## config.mk

```make
export PLATFORM = sky130hd
export DESIGN_NAME = uc_multiciclo
export DESIGN_NICKNAME = d
export VERILOG_FILES = /design/src/rtl/polirv_pkg.sv /design/src/rtl/uc_branch_eval.sv /design/src/rtl/uc_multiciclo.sv
export SDC_FILE = /design/constraint.sdc
export NUM_CORES = 1
export LEC_CHECK = 0
export CORE_ASPECT_RATIO = 0.8
export CORE_MARGIN = 5
export CORE_UTILIZATION = 49
export CTS_CLUSTER_SIZE = 28
export DETAILED_ROUTE_END_ITERATION = 7
export GPL_TIMING_DRIVEN = 0
export PLACE_DENSITY = 0.95
export SLEW_MARGIN = 20
export SYNTH_ARGS = -nofsm -noshare
export SYNTH_HDL_FRONTEND = slang
export SYNTH_SLANG_ARGS = --single-unit
```

## constraint.sdc

```tcl
create_clock -name clk -period 4.5 [get_ports clk]
set_input_delay 0.675 -clock clk [delete_from_list [all_inputs] [get_ports clk]]
set_output_delay 0.675 -clock clk [all_outputs]
set_load 0.01 [all_outputs]
```

## src/rtl/polirv_pkg.sv

```systemverilog
// Shared encodings for the polirv RV64I multicycle control unit:
// opcodes, FSM states, decoded instruction classes, mux selects and ALU flag bits.
package polirv_pkg;

  localparam logic [6:0] OPC_R      = 7'b0110011;
  localparam logic [6:0] OPC_I      = 7'b0010011;
  localparam logic [6:0] OPC_LOAD   = 7'b0000011;
  localparam logic [6:0] OPC_STORE  = 7'b0100011;
  localparam logic [6:0] OPC_BRANCH = 7'b1100011;
  localparam logic [6:0] OPC_LUI    = 7'b0110111;
  localparam logic [6:0] OPC_JAL    = 7'b1101111;
  localparam logic [6:0] OPC_JALR   = 7'b1100111;

  typedef enum logic [2:0] {
    RST,
    FETCH,
    DECODE,
    EXEC,
    MEM,
    WB,
    FAULT
  } uc_state_e;

  typedef enum logic [3:0] {
    OP_R,
    OP_I,
    OP_LOAD,
    OP_STORE,
    OP_BRANCH,
    OP_LUI,
    OP_JAL,
    OP_JALR,
    OP_ILLEGAL
  } op_class_e;

  localparam logic [3:0] ALU_R  = 4'b0000;
  localparam logic [3:0] ALU_I  = 4'b0001;
  localparam logic [3:0] ALU_S  = 4'b0010;
  localparam logic [3:0] ALU_SB = 4'b0011;
  localparam logic [3:0] ALU_U  = 4'b0100;
  localparam logic [3:0] ALU_UJ = 4'b0101;

  localparam logic [1:0] PC_PLUS4 = 2'b00;
  localparam logic [1:0] PC_IMM   = 2'b01;
  localparam logic [1:0] PC_ALU   = 2'b10;

  localparam logic [1:0] RF_ALU = 2'b00;
  localparam logic [1:0] RF_MEM = 2'b01;
  localparam logic [1:0] RF_PC4 = 2'b10;
  localparam logic [1:0] RF_IMM = 2'b11;

  localparam int FLAG_ZERO  = 0;
  localparam int FLAG_MSB   = 1;
  localparam int FLAG_OVF   = 2;
  localparam int FLAG_CARRY = 3;

  function automatic op_class_e classify(input logic [6:0] opcode);
    case (opcode)
      OPC_R:      return OP_R;
      OPC_I:      return OP_I;
      OPC_LOAD:   return OP_LOAD;
      OPC_STORE:  return OP_STORE;
      OPC_BRANCH: return OP_BRANCH;
      OPC_LUI:    return OP_LUI;
      OPC_JAL:    return OP_JAL;
      OPC_JALR:   return OP_JALR;
      default:    return OP_ILLEGAL;
    endcase
  endfunction

endpackage

```

## src/rtl/uc_branch_eval.sv

```systemverilog
// Branch resolution: maps funct3 and the ALU flags of the compare to taken/not-taken.
module uc_branch_eval
  import polirv_pkg::*;
(
  input  logic [2:0] funct3,
  input  logic [3:0] alu_flags,
  output logic       taken
);

  logic zero;
  logic lt_signed;
  logic carry;

  assign zero      = alu_flags[FLAG_ZERO];
  assign lt_signed = alu_flags[FLAG_MSB] ^ alu_flags[FLAG_OVF];
  assign carry     = alu_flags[FLAG_CARRY];

  always_comb begin
    // NOTE: default before the case so every path assigns taken and no latch is inferred.
    taken = 1'b0;
    case (funct3)
      3'b000:  taken = zero;
      3'b001:  taken = !zero;
      3'b100:  taken = lt_signed;
      3'b101:  taken = !lt_signed;
      3'b110:  taken = !carry;
      3'b111:  taken = carry;
      default: taken = 1'b0;
    endcase
  end

endmodule

```

## src/rtl/uc_multiciclo.sv

```systemverilog
// Multicycle Moore control unit for the polirv fd datapath with memory req/ack watchdog.
// Optional macro UC_ILLEGAL_TRAP_EN: unknown opcodes trap to FAULT and raise `illegal`.
module uc_multiciclo
  import polirv_pkg::*;
#(
  parameter int          ALU_CMD_BITS = 4,
  parameter int unsigned WAIT_MAX     = 15
) (
  input  logic                    clk,
  input  logic                    rst_n,
  input  logic [6:0]              opcode,
  input  logic [2:0]              funct3,
  input  logic [3:0]              alu_flags,
  output logic                    i_mem_req,
  input  logic                    i_mem_ack,
  output logic                    d_mem_req,
  input  logic                    d_mem_ack,
  output logic                    d_mem_we,
  output logic                    ir_we,
  output logic                    pc_we,
  output logic                    rf_we,
  output logic [ALU_CMD_BITS-1:0] alu_cmd,
  output logic                    alu_src,
  output logic [1:0]              pc_src,
  output logic [1:0]              rf_src,
  output logic                    busy,
  output logic                    fault
`ifdef UC_ILLEGAL_TRAP_EN
  ,
  output logic                    illegal
`endif
);

  localparam int CNT_W = (WAIT_MAX > 0) ? $clog2(WAIT_MAX + 1) : 1;
  localparam bit WD_EN = (WAIT_MAX != 0);

  uc_state_e        state;
  uc_state_e        state_next;
  op_class_e        op_class;
  logic [CNT_W-1:0] wd_cnt;
  logic             wd_expire;
  logic             wd_count_en;
  logic             taken;
  logic             strobe_en;

  uc_branch_eval u_branch_eval (
    .funct3    (funct3),
    .alu_flags (alu_flags),
    .taken     (taken)
  );

  // A reset arriving together with an ack must not commit IR/PC/RF writes.
  assign strobe_en   = rst_n;
  assign wd_expire   = WD_EN && (wd_cnt == CNT_W'(WAIT_MAX));
  assign wd_count_en = WD_EN && ((i_mem_req && !i_mem_ack) || (d_mem_req && !d_mem_ack));

  always_comb begin
    state_next = state;
    i_mem_req  = 1'b0;
    d_mem_req  = 1'b0;
    d_mem_we   = 1'b0;
    ir_we      = 1'b0;
    pc_we      = 1'b0;
    rf_we      = 1'b0;
    alu_cmd    = '0;
    alu_src    = 1'b0;
    pc_src     = PC_PLUS4;
    rf_src     = RF_ALU;
    busy       = (state != RST) && (state != FAULT);
    fault      = (state == FAULT);

    case (state)
      RST: state_next = FETCH;

      FETCH: begin
        i_mem_req = 1'b1;
        if (i_mem_ack) begin
          ir_we      = strobe_en;
          state_next = DECODE;
        end else if (wd_expire) begin
          state_next = FAULT;
        end
      end

      DECODE: state_next = EXEC;

      EXEC: begin
        case (op_class)
          OP_R: begin
            alu_cmd    = ALU_CMD_BITS'(ALU_R);
            state_next = WB;
          end
          OP_I: begin
            alu_cmd    = ALU_CMD_BITS'(ALU_I);
            alu_src    = 1'b1;
            state_next = WB;
          end
          OP_LOAD: begin
            alu_cmd    = ALU_CMD_BITS'(ALU_I);
            alu_src    = 1'b1;
            state_next = MEM;
          end
          OP_STORE: begin
            alu_cmd    = ALU_CMD_BITS'(ALU_S);
            alu_src    = 1'b1;
            state_next = MEM;
          end
          OP_BRANCH: begin
            alu_cmd    = ALU_CMD_BITS'(ALU_SB);
            pc_we      = strobe_en;
            pc_src     = taken ? PC_IMM : PC_PLUS4;
            state_next = FETCH;
          end
          OP_LUI: begin
            alu_cmd    = ALU_CMD_BITS'(ALU_U);
            alu_src    = 1'b1;
            state_next = WB;
          end
          OP_JAL: begin
            alu_cmd    = ALU_CMD_BITS'(ALU_UJ);
            state_next = WB;
          end
          OP_JALR: begin
            alu_cmd    = ALU_CMD_BITS'(ALU_I);
            alu_src    = 1'b1;
            state_next = WB;
          end
          default: begin
`ifdef UC_ILLEGAL_TRAP_EN
            state_next = FAULT;
`else
            pc_we      = strobe_en;
            pc_src     = PC_PLUS4;
            state_next = FETCH;
`endif
          end
        endcase
      end

      MEM: begin
        d_mem_req = 1'b1;
        d_mem_we  = (op_class == OP_STORE);
        if (d_mem_ack) begin
          if (op_class == OP_STORE) begin
            pc_we      = strobe_en;
            pc_src     = PC_PLUS4;
            state_next = FETCH;
          end else begin
            state_next = WB;
          end
        end else if (wd_expire) begin
          state_next = FAULT;
        end
      end

      WB: begin
        rf_we      = strobe_en;
        pc_we      = strobe_en;
        state_next = FETCH;
        case (op_class)
          OP_R: begin
            alu_cmd = ALU_CMD_BITS'(ALU_R);
          end
          OP_I: begin
            alu_cmd = ALU_CMD_BITS'(ALU_I);
            alu_src = 1'b1;
          end
          OP_LOAD: rf_src = RF_MEM;
          OP_LUI:  rf_src = RF_IMM;
          OP_JAL: begin
            rf_src = RF_PC4;
            pc_src = PC_IMM;
          end
          OP_JALR: begin
            rf_src  = RF_PC4;
            pc_src  = PC_ALU;
            alu_cmd = ALU_CMD_BITS'(ALU_I);
            alu_src = 1'b1;
          end
          default: rf_src = RF_ALU;
        endcase
      end

      FAULT: state_next = FAULT;

      default: state_next = RST;
    endcase
  end

  // Instruction class is latched in DECODE; IR is stable from then until the next fetch.
  always_ff @(posedge clk) begin
    // NOTE: sequential state uses non-blocking assignments so all registers update together.
    if (!rst_n) begin
      state    <= RST;
      op_class <= OP_ILLEGAL;
      wd_cnt   <= '0;
    end else begin
      state <= state_next;
      if (state == DECODE) begin
        op_class <= classify(opcode);
      end
      if ((state_next == FETCH || state_next == MEM) && (state_next != state)) begin
        wd_cnt <= '0;
      end else if (wd_count_en) begin
        wd_cnt <= wd_cnt + CNT_W'(1);
      end
    end
  end

`ifdef UC_ILLEGAL_TRAP_EN
  always_ff @(posedge clk) begin
    if (!rst_n) begin
      illegal <= 1'b0;
    end else if (state == EXEC && op_class == OP_ILLEGAL) begin
      illegal <= 1'b1;
    end
  end
`endif

endmodule

```

Word-level counts from Yosys, hierarchy flattened
Cells that the tools add are included.
{"block": "totals", "reg_bits": 11, "inputBits": 18, "elab_cells": 91}
{"block": "op_classes", "n_addsub": 1, "n_eq_ne": 31, "n_mux": 30, "bitwise_logic": 2, "reduce_logical": 24}
{"cell": "4-bit one-hot mux with 8 select lines", "n": 1}
{"cell": "3-bit == test (second input constant)", "n": 8}
{"cell": "7-bit by 6-bit == test with 1-bit output (second input constant)", "n": 3}
{"cell": "7-bit == test (second input constant)", "n": 3}
{"cell": "3-bit one-hot mux with 6 select lines", "n": 1}
{"cell": "4-bit by 3-bit == test with 1-bit output (second input constant)", "n": 4}
{"cell": "3-bit one-hot mux with 5 select lines", "n": 1}
{"cell": "1-bit two-way mux", "n": 14}
{"cell": "3-bit two-way mux", "n": 4}
{"cell": "3-bit one-hot mux with 2 select lines", "n": 2}
{"cell": "2-bit OR reduction", "n": 5}
{"cell": "5-bit OR reduction", "n": 2}
{"cell": "3-bit by 1-bit == test with 1-bit output (second input constant)", "n": 3}
{"cell": "4-bit by 2-bit == test with 1-bit output (second input constant)", "n": 2}
{"cell": "2-bit one-hot mux with 2 select lines", "n": 2}
{"cell": "7-bit by 2-bit == test with 1-bit output (second input constant)", "n": 1}
{"cell": "7-bit by 5-bit == test with 1-bit output (second input constant)", "n": 1}
{"cell": "7-bit OR reduction", "n": 1}
{"cell": "3-bit by 2-bit == test with 1-bit output (second input constant)", "n": 2}
{"cell": "3-bit logical NOT", "n": 2}
{"cell": "1-bit one-hot mux with 6 select lines", "n": 1}
{"cell": "2-bit one-hot mux with 3 select lines", "n": 1}
{"cell": "1-bit logical NOT", "n": 5}
{"cell": "4-bit by 1-bit adder with 4-bit output (second input constant)", "n": 1}
{"cell": "other kinds (14)", "n": 18}

Longest topological paths before layout
{"block": "logic_depth", "word_depth": 8, "depth_mapped": 5, "depth_no_buf": 5}

Hierarchy
Synthesis repeated with hierarchy kept, for this count alone.
{"block": "unflattened", "hier_cells": 139, "hier_area_um2": 1091.0}
{"mod": "uc_multiciclo", "n_inst": 1, "cells_per_inst": 129, "area_per_inst_um2": 1023.5}
{"mod": "uc_branch_eval", "n_inst": 1, "cells_per_inst": 10, "area_per_inst_um2": 67.6}

Worst setup path before layout
No wires, ideal clock.
{"block": "synth_path", "path_kind": "input to output", "startpoint": "in funct3[0]", "endpoint": "out pc_src[0]", "arrival_time_ns": 1.473, "t_required_ns": 3.825, "slack_ns": 2.352, "cell_stages": 4, "path_buffers": 0, "path_cell_list": "xor3_1 mux2i_1 o21ai_0 a22o_1"}
{"block": "synth_between", "elab_chain_len": 5, "word_cells_on_any_way": 10, "classes_between": "eq/ne: 5; mux: 4; reduce/logical: 1"}
{"element": "start, declared", "line_no": "uc_multiciclo.sv:12", "source": "input logic [2:0] funct3,"}
{"element": "3-bit == test (tied with other cells)", "line_no": "uc_branch_eval.sv:21", "source": "case (funct3)"}
{"element": "1-bit one-hot mux with 6 select lines (*)", "line_no": "uc_branch_eval.sv:21"}
{"element": "1-bit two-way mux (*)", "line_no": "uc_multiciclo.sv:111", "source": "pc_src = taken ? PC_IMM : PC_PLUS4;"}
{"element": "1-bit two-way mux (*)", "line_no": "uc_multiciclo.sv:88", "source": "case (op_class)"}
{"element": "2-bit one-hot mux with 2 select lines (*)", "line_no": "uc_multiciclo.sv:72", "source": "case (state)"}
{"element": "end, declared", "line_no": "uc_multiciclo.sv:24", "source": "output logic [1:0] pc_src,"}
Every way passes the cells marked *; elsewhere a longest branch is shown, timed or not.

Worst setup path in the final report
Ends and elaborated chain as after synthesis.

==> impl_metrics.toml <==
[placed_design]
placement.io_buffers = 33
detailedPlacementHpwl_um = 2411
gp_congestion = 0.8278

[flow_run]
drv.max_cap_violation_count = 0

[cts]
cts_tree = "built"
post_cts.resized_instances = 0
cts_buffer_depth = 2
insertion_delay_ns = 0.28
postCtsHoldBufs = 0
clk_pin_slew_worst_paths_ns = 0.07
cts-root-buf = "sky130_fd_sc_hd__clkbuf_4"
clock-sinks = 11
cts-htree-levels = 1
tritoncts.num_buffers = 3
cts_setup_buffers = 0

[critical_path]
timing.critical_path.cells = "clkdlybuf4s50_1, xor3_1, mux2i_1, o21ai_0, a22o_1, clkdlybuf4s50_1"
crit_type = "in -> out"
setup.worst_path.end_class = "output port"
setup.worst_path.start_class = "input pin"
largest_stage_delay_on_the_critical_path_ns = 0.55
timing.critical_path.mode_cell = "sky130_fd_sc_hd__clkdlybuf4s50_1"
critical-path-slowest-cell = "sky130_fd_sc_hd__clkdlybuf4s50_1"
crit_path_max_fanout = 3
data_required_time_at_the_worst_endpoint_ns = 3.83
critical_path_arrival_ns = 2.56

[global_routing]
grtUsageTotal_pct = 20.76
grt_pass1_vias = 1124
antenna_found_initial = 0
grtUsageMet2_pct = 30.81
grt_start_max_net_pins = 11
global_route.usage.met1_pct = 29.50
grt-ovfl-total = 0
grt_first_pass_wirelength_um = 5071
use_met3_pct = 4.030
grt_most_used_layer = "met2"

[status]
outcome = "finished clean"

[route]
first_pass_iters = 4
route.detailed.drc = 0
drtIter0Drc = 73
wirelength_um = 3126
antenna_violating_nets_post_route = 0
avgRoutedWirePerCell_um = 16.03
routed-via-count = 1206
vias_per_cell = 6.185

[synthesis]
synth_edf_count = 0
synth_seq_area_share_pct = 21.28
netlist.top_cell.by_area = "sky130_fd_sc_hd__dfxtp_1"
yosys_register_bits = 11
synthDominantCellAreaShare_pct = 21.28
synth_area_sq_mm = 0.001035
post_synth.cell_area_avg_sq_um = 7.722
synth_top_cells_by_count = "sky130_fd_sc_hd__nor2_1, sky130_fd_sc_hd__nor3_1, sky130_fd_sc_hd__dfxtp_1"
synth.distinct_cells = 53
synth_most_common_cell = "sky130_fd_sc_hd__nor2_1"
fraction_of_registers_with_async_set_or_reset_after_synthesis_pct = 0
yosys_most_used_dff = "sky130_fd_sc_hd__dfxtp_1"
synth.area.top_cells = "sky130_fd_sc_hd__dfxtp_1, sky130_fd_sc_hd__nor3_1, sky130_fd_sc_hd__nor2_1"
ys_warn_count = 0
synth_fp_nets = 153
synthesis.instances = 134

[timing]
fin_setup_tns_ns = 0
final.period_utilization_pct = 71.96
f_max_ghz = 0.3088
timing.max_slew.rel_slack_pct = 66.24
clock-skew-final_ns = 0.004281
rsz0062_at_grt = "no"
holdWs_ns = 0.5680
worst_pin_slew_ns = 0.5012
final_period_minus_worst_setup_slack_ns = 3.238
final_max_tran_viols = 0
setup_viol_count_final = 0
finalHoldViolCount = 0

[power]
ir_drop_mv = 0.1912
power.internal_w = 0.0001720
post-layout-total-power_w = 0.0002446
power.switching_w = 0.00007261
standby_leakage_power_nw = 0.4839
clockPowerShare_pct = 29.4
power_switching_share_pct = 29.69
combinationalPowerShare_pct = 29.0
p_seq_share_pct = 41.6
power_density_mw_per_mm2 = 172.1

[layout]
nets = 191
multiInputGateArea_sq_um = 753.2
layout.area.seq_sq_um = 220.2
area.growth.synth_to_final_pct = 37.36
layout-drive-gt1-share_pct = 9.357
antenna_cells_inserted = 0
n_fill_cell = 143

[floorplan]
floorplan.die_area_sq_mm = 0.003136
rows = 14
die_y_um = 51.10
start_util_pct = 53.22
io_pins = 35
die-width_um = 61.38
floorplan.core_area_sq_mm = 0.001944

[worst_hold_path]
holdCritPathClass = "reg -> reg"
-- path summary, 6_finish.rpt --
| path | start | slack, ns | cells after the start | end |
|---|---|---|---|---|
| setup / recovery | funct3[0] | 1.26 | 6 | pc_src[0] |
| hold / removal | wd_cnt[1] | 0.57 | 2 | wd_cnt[1] |
| setup reg to reg | op_class[3] | 2.71 | 5 | wd_cnt[1] |
| hold reg to reg | wd_cnt[1] | 0.57 | 2 | wd_cnt[1] |
-- power groups by stage --
stage	Clock (W)	Sequential, W	Combinational, W
global route	0.0000796	0.000102	0.0000772
global placement	0	0.000104	0.0000664
CTS	0.0000734	0.000102	0.0000699
finish	0.0000719	0.000102	0.0000708
detailed placement	0	0.000104	0.0000694
floorplan	0	0.000104	0.0000381
-- layer usage --
layer,up-vias,wire length [um]
met4,0,93
met5,-,0
met1,553,1363
met3,12,300
li1,576,-
met2,65,1368
-- sequential cells by signal, indices dropped and copies added, names as in the netlist --
signal    flops
state         3
wd_cnt        4
op_class      4
-- per-stage QoR --
step                instance area [sq um]  utilization (%)  std cells  worst slack [ns]
floorplan                            1035                -        134             2.352
global placement                     1395            71.75        191             1.318
detailed placement                   1395            71.75        191             1.273
CTS                                  1421            73.10        195             1.270
global route                         1421            73.10        195             1.146
finish                               1421            73.10        195             1.262
-- worst max-delay path: cells and delay by family --
| family | cells | cell delay, ns |
|---|---|---|
| mux | 1 | 0.12 |
| xor+xnor | 1 | 0.43 |
| buf+inv | 2 | 1.02 |
| compound gates | 2 | 0.30 |
-- cell type report --
type                            instances  share of cell area [%]
Timing Repair Buffer                   33                   23.24
Multi-Input combinational cell        111                   52.99
Clock buffer                            4                   1.849
Inverter                                3                  0.7923
Tap cell                               24                   2.113
Buffer                                  9                   3.521
Sequential cell                        11                   15.49
-- cell families after synthesis --
group                    Yosys count  share of synthesized area (%)
multiplexers                       3                          2.902
other                              1                         0.3624
buffers and inverters             12                          5.924
AO/OA/AOI/OAI                     33                          22.25
AND/OR/NAND/NOR                   65                          37.85
XOR/XNOR                           8                          8.222
adder cells (fa/ha/maj)            1                          1.209
flip-flops                        11                          21.28
-- cell usage in the layout, fill, tap and decap left out, types with 2 or more instances in the layout --
master and n:
sky130_fd_sc_hd__o21bai_1 2, sky130_fd_sc_hd__clkbuf_1 4, sky130_fd_sc_hd__dfxtp_1 11, sky130_fd_sc_hd__buf_2 4, sky130_fd_sc_hd__mux2i_1 3, sky130_fd_sc_hd__nor3_1 13
sky130_fd_sc_hd__xor2_1 5, sky130_fd_sc_hd__nand3b_1 2, sky130_fd_sc_hd__nand3_1 3, sky130_fd_sc_hd__a211oi_1 2, sky130_fd_sc_hd__nor3b_1 3, sky130_fd_sc_hd__nand2b_1 5
sky130_fd_sc_hd__xnor2_1 2, sky130_fd_sc_hd__a221oi_1 2, sky130_fd_sc_hd__nor2_1 14, sky130_fd_sc_hd__nand2_1 5, sky130_fd_sc_hd__o22ai_1 2, sky130_fd_sc_hd__o21ai_0 7
sky130_fd_sc_hd__clkbuf_4 3, sky130_fd_sc_hd__clkdlybuf4s50_1 33, sky130_fd_sc_hd__and3_1 4, sky130_fd_sc_hd__a31oi_1 3, sky130_fd_sc_hd__nor4b_2 2, sky130_fd_sc_hd__a21oi_1 4
sky130_fd_sc_hd__nor2b_1 3
Power figures use the tool's default switching activity.
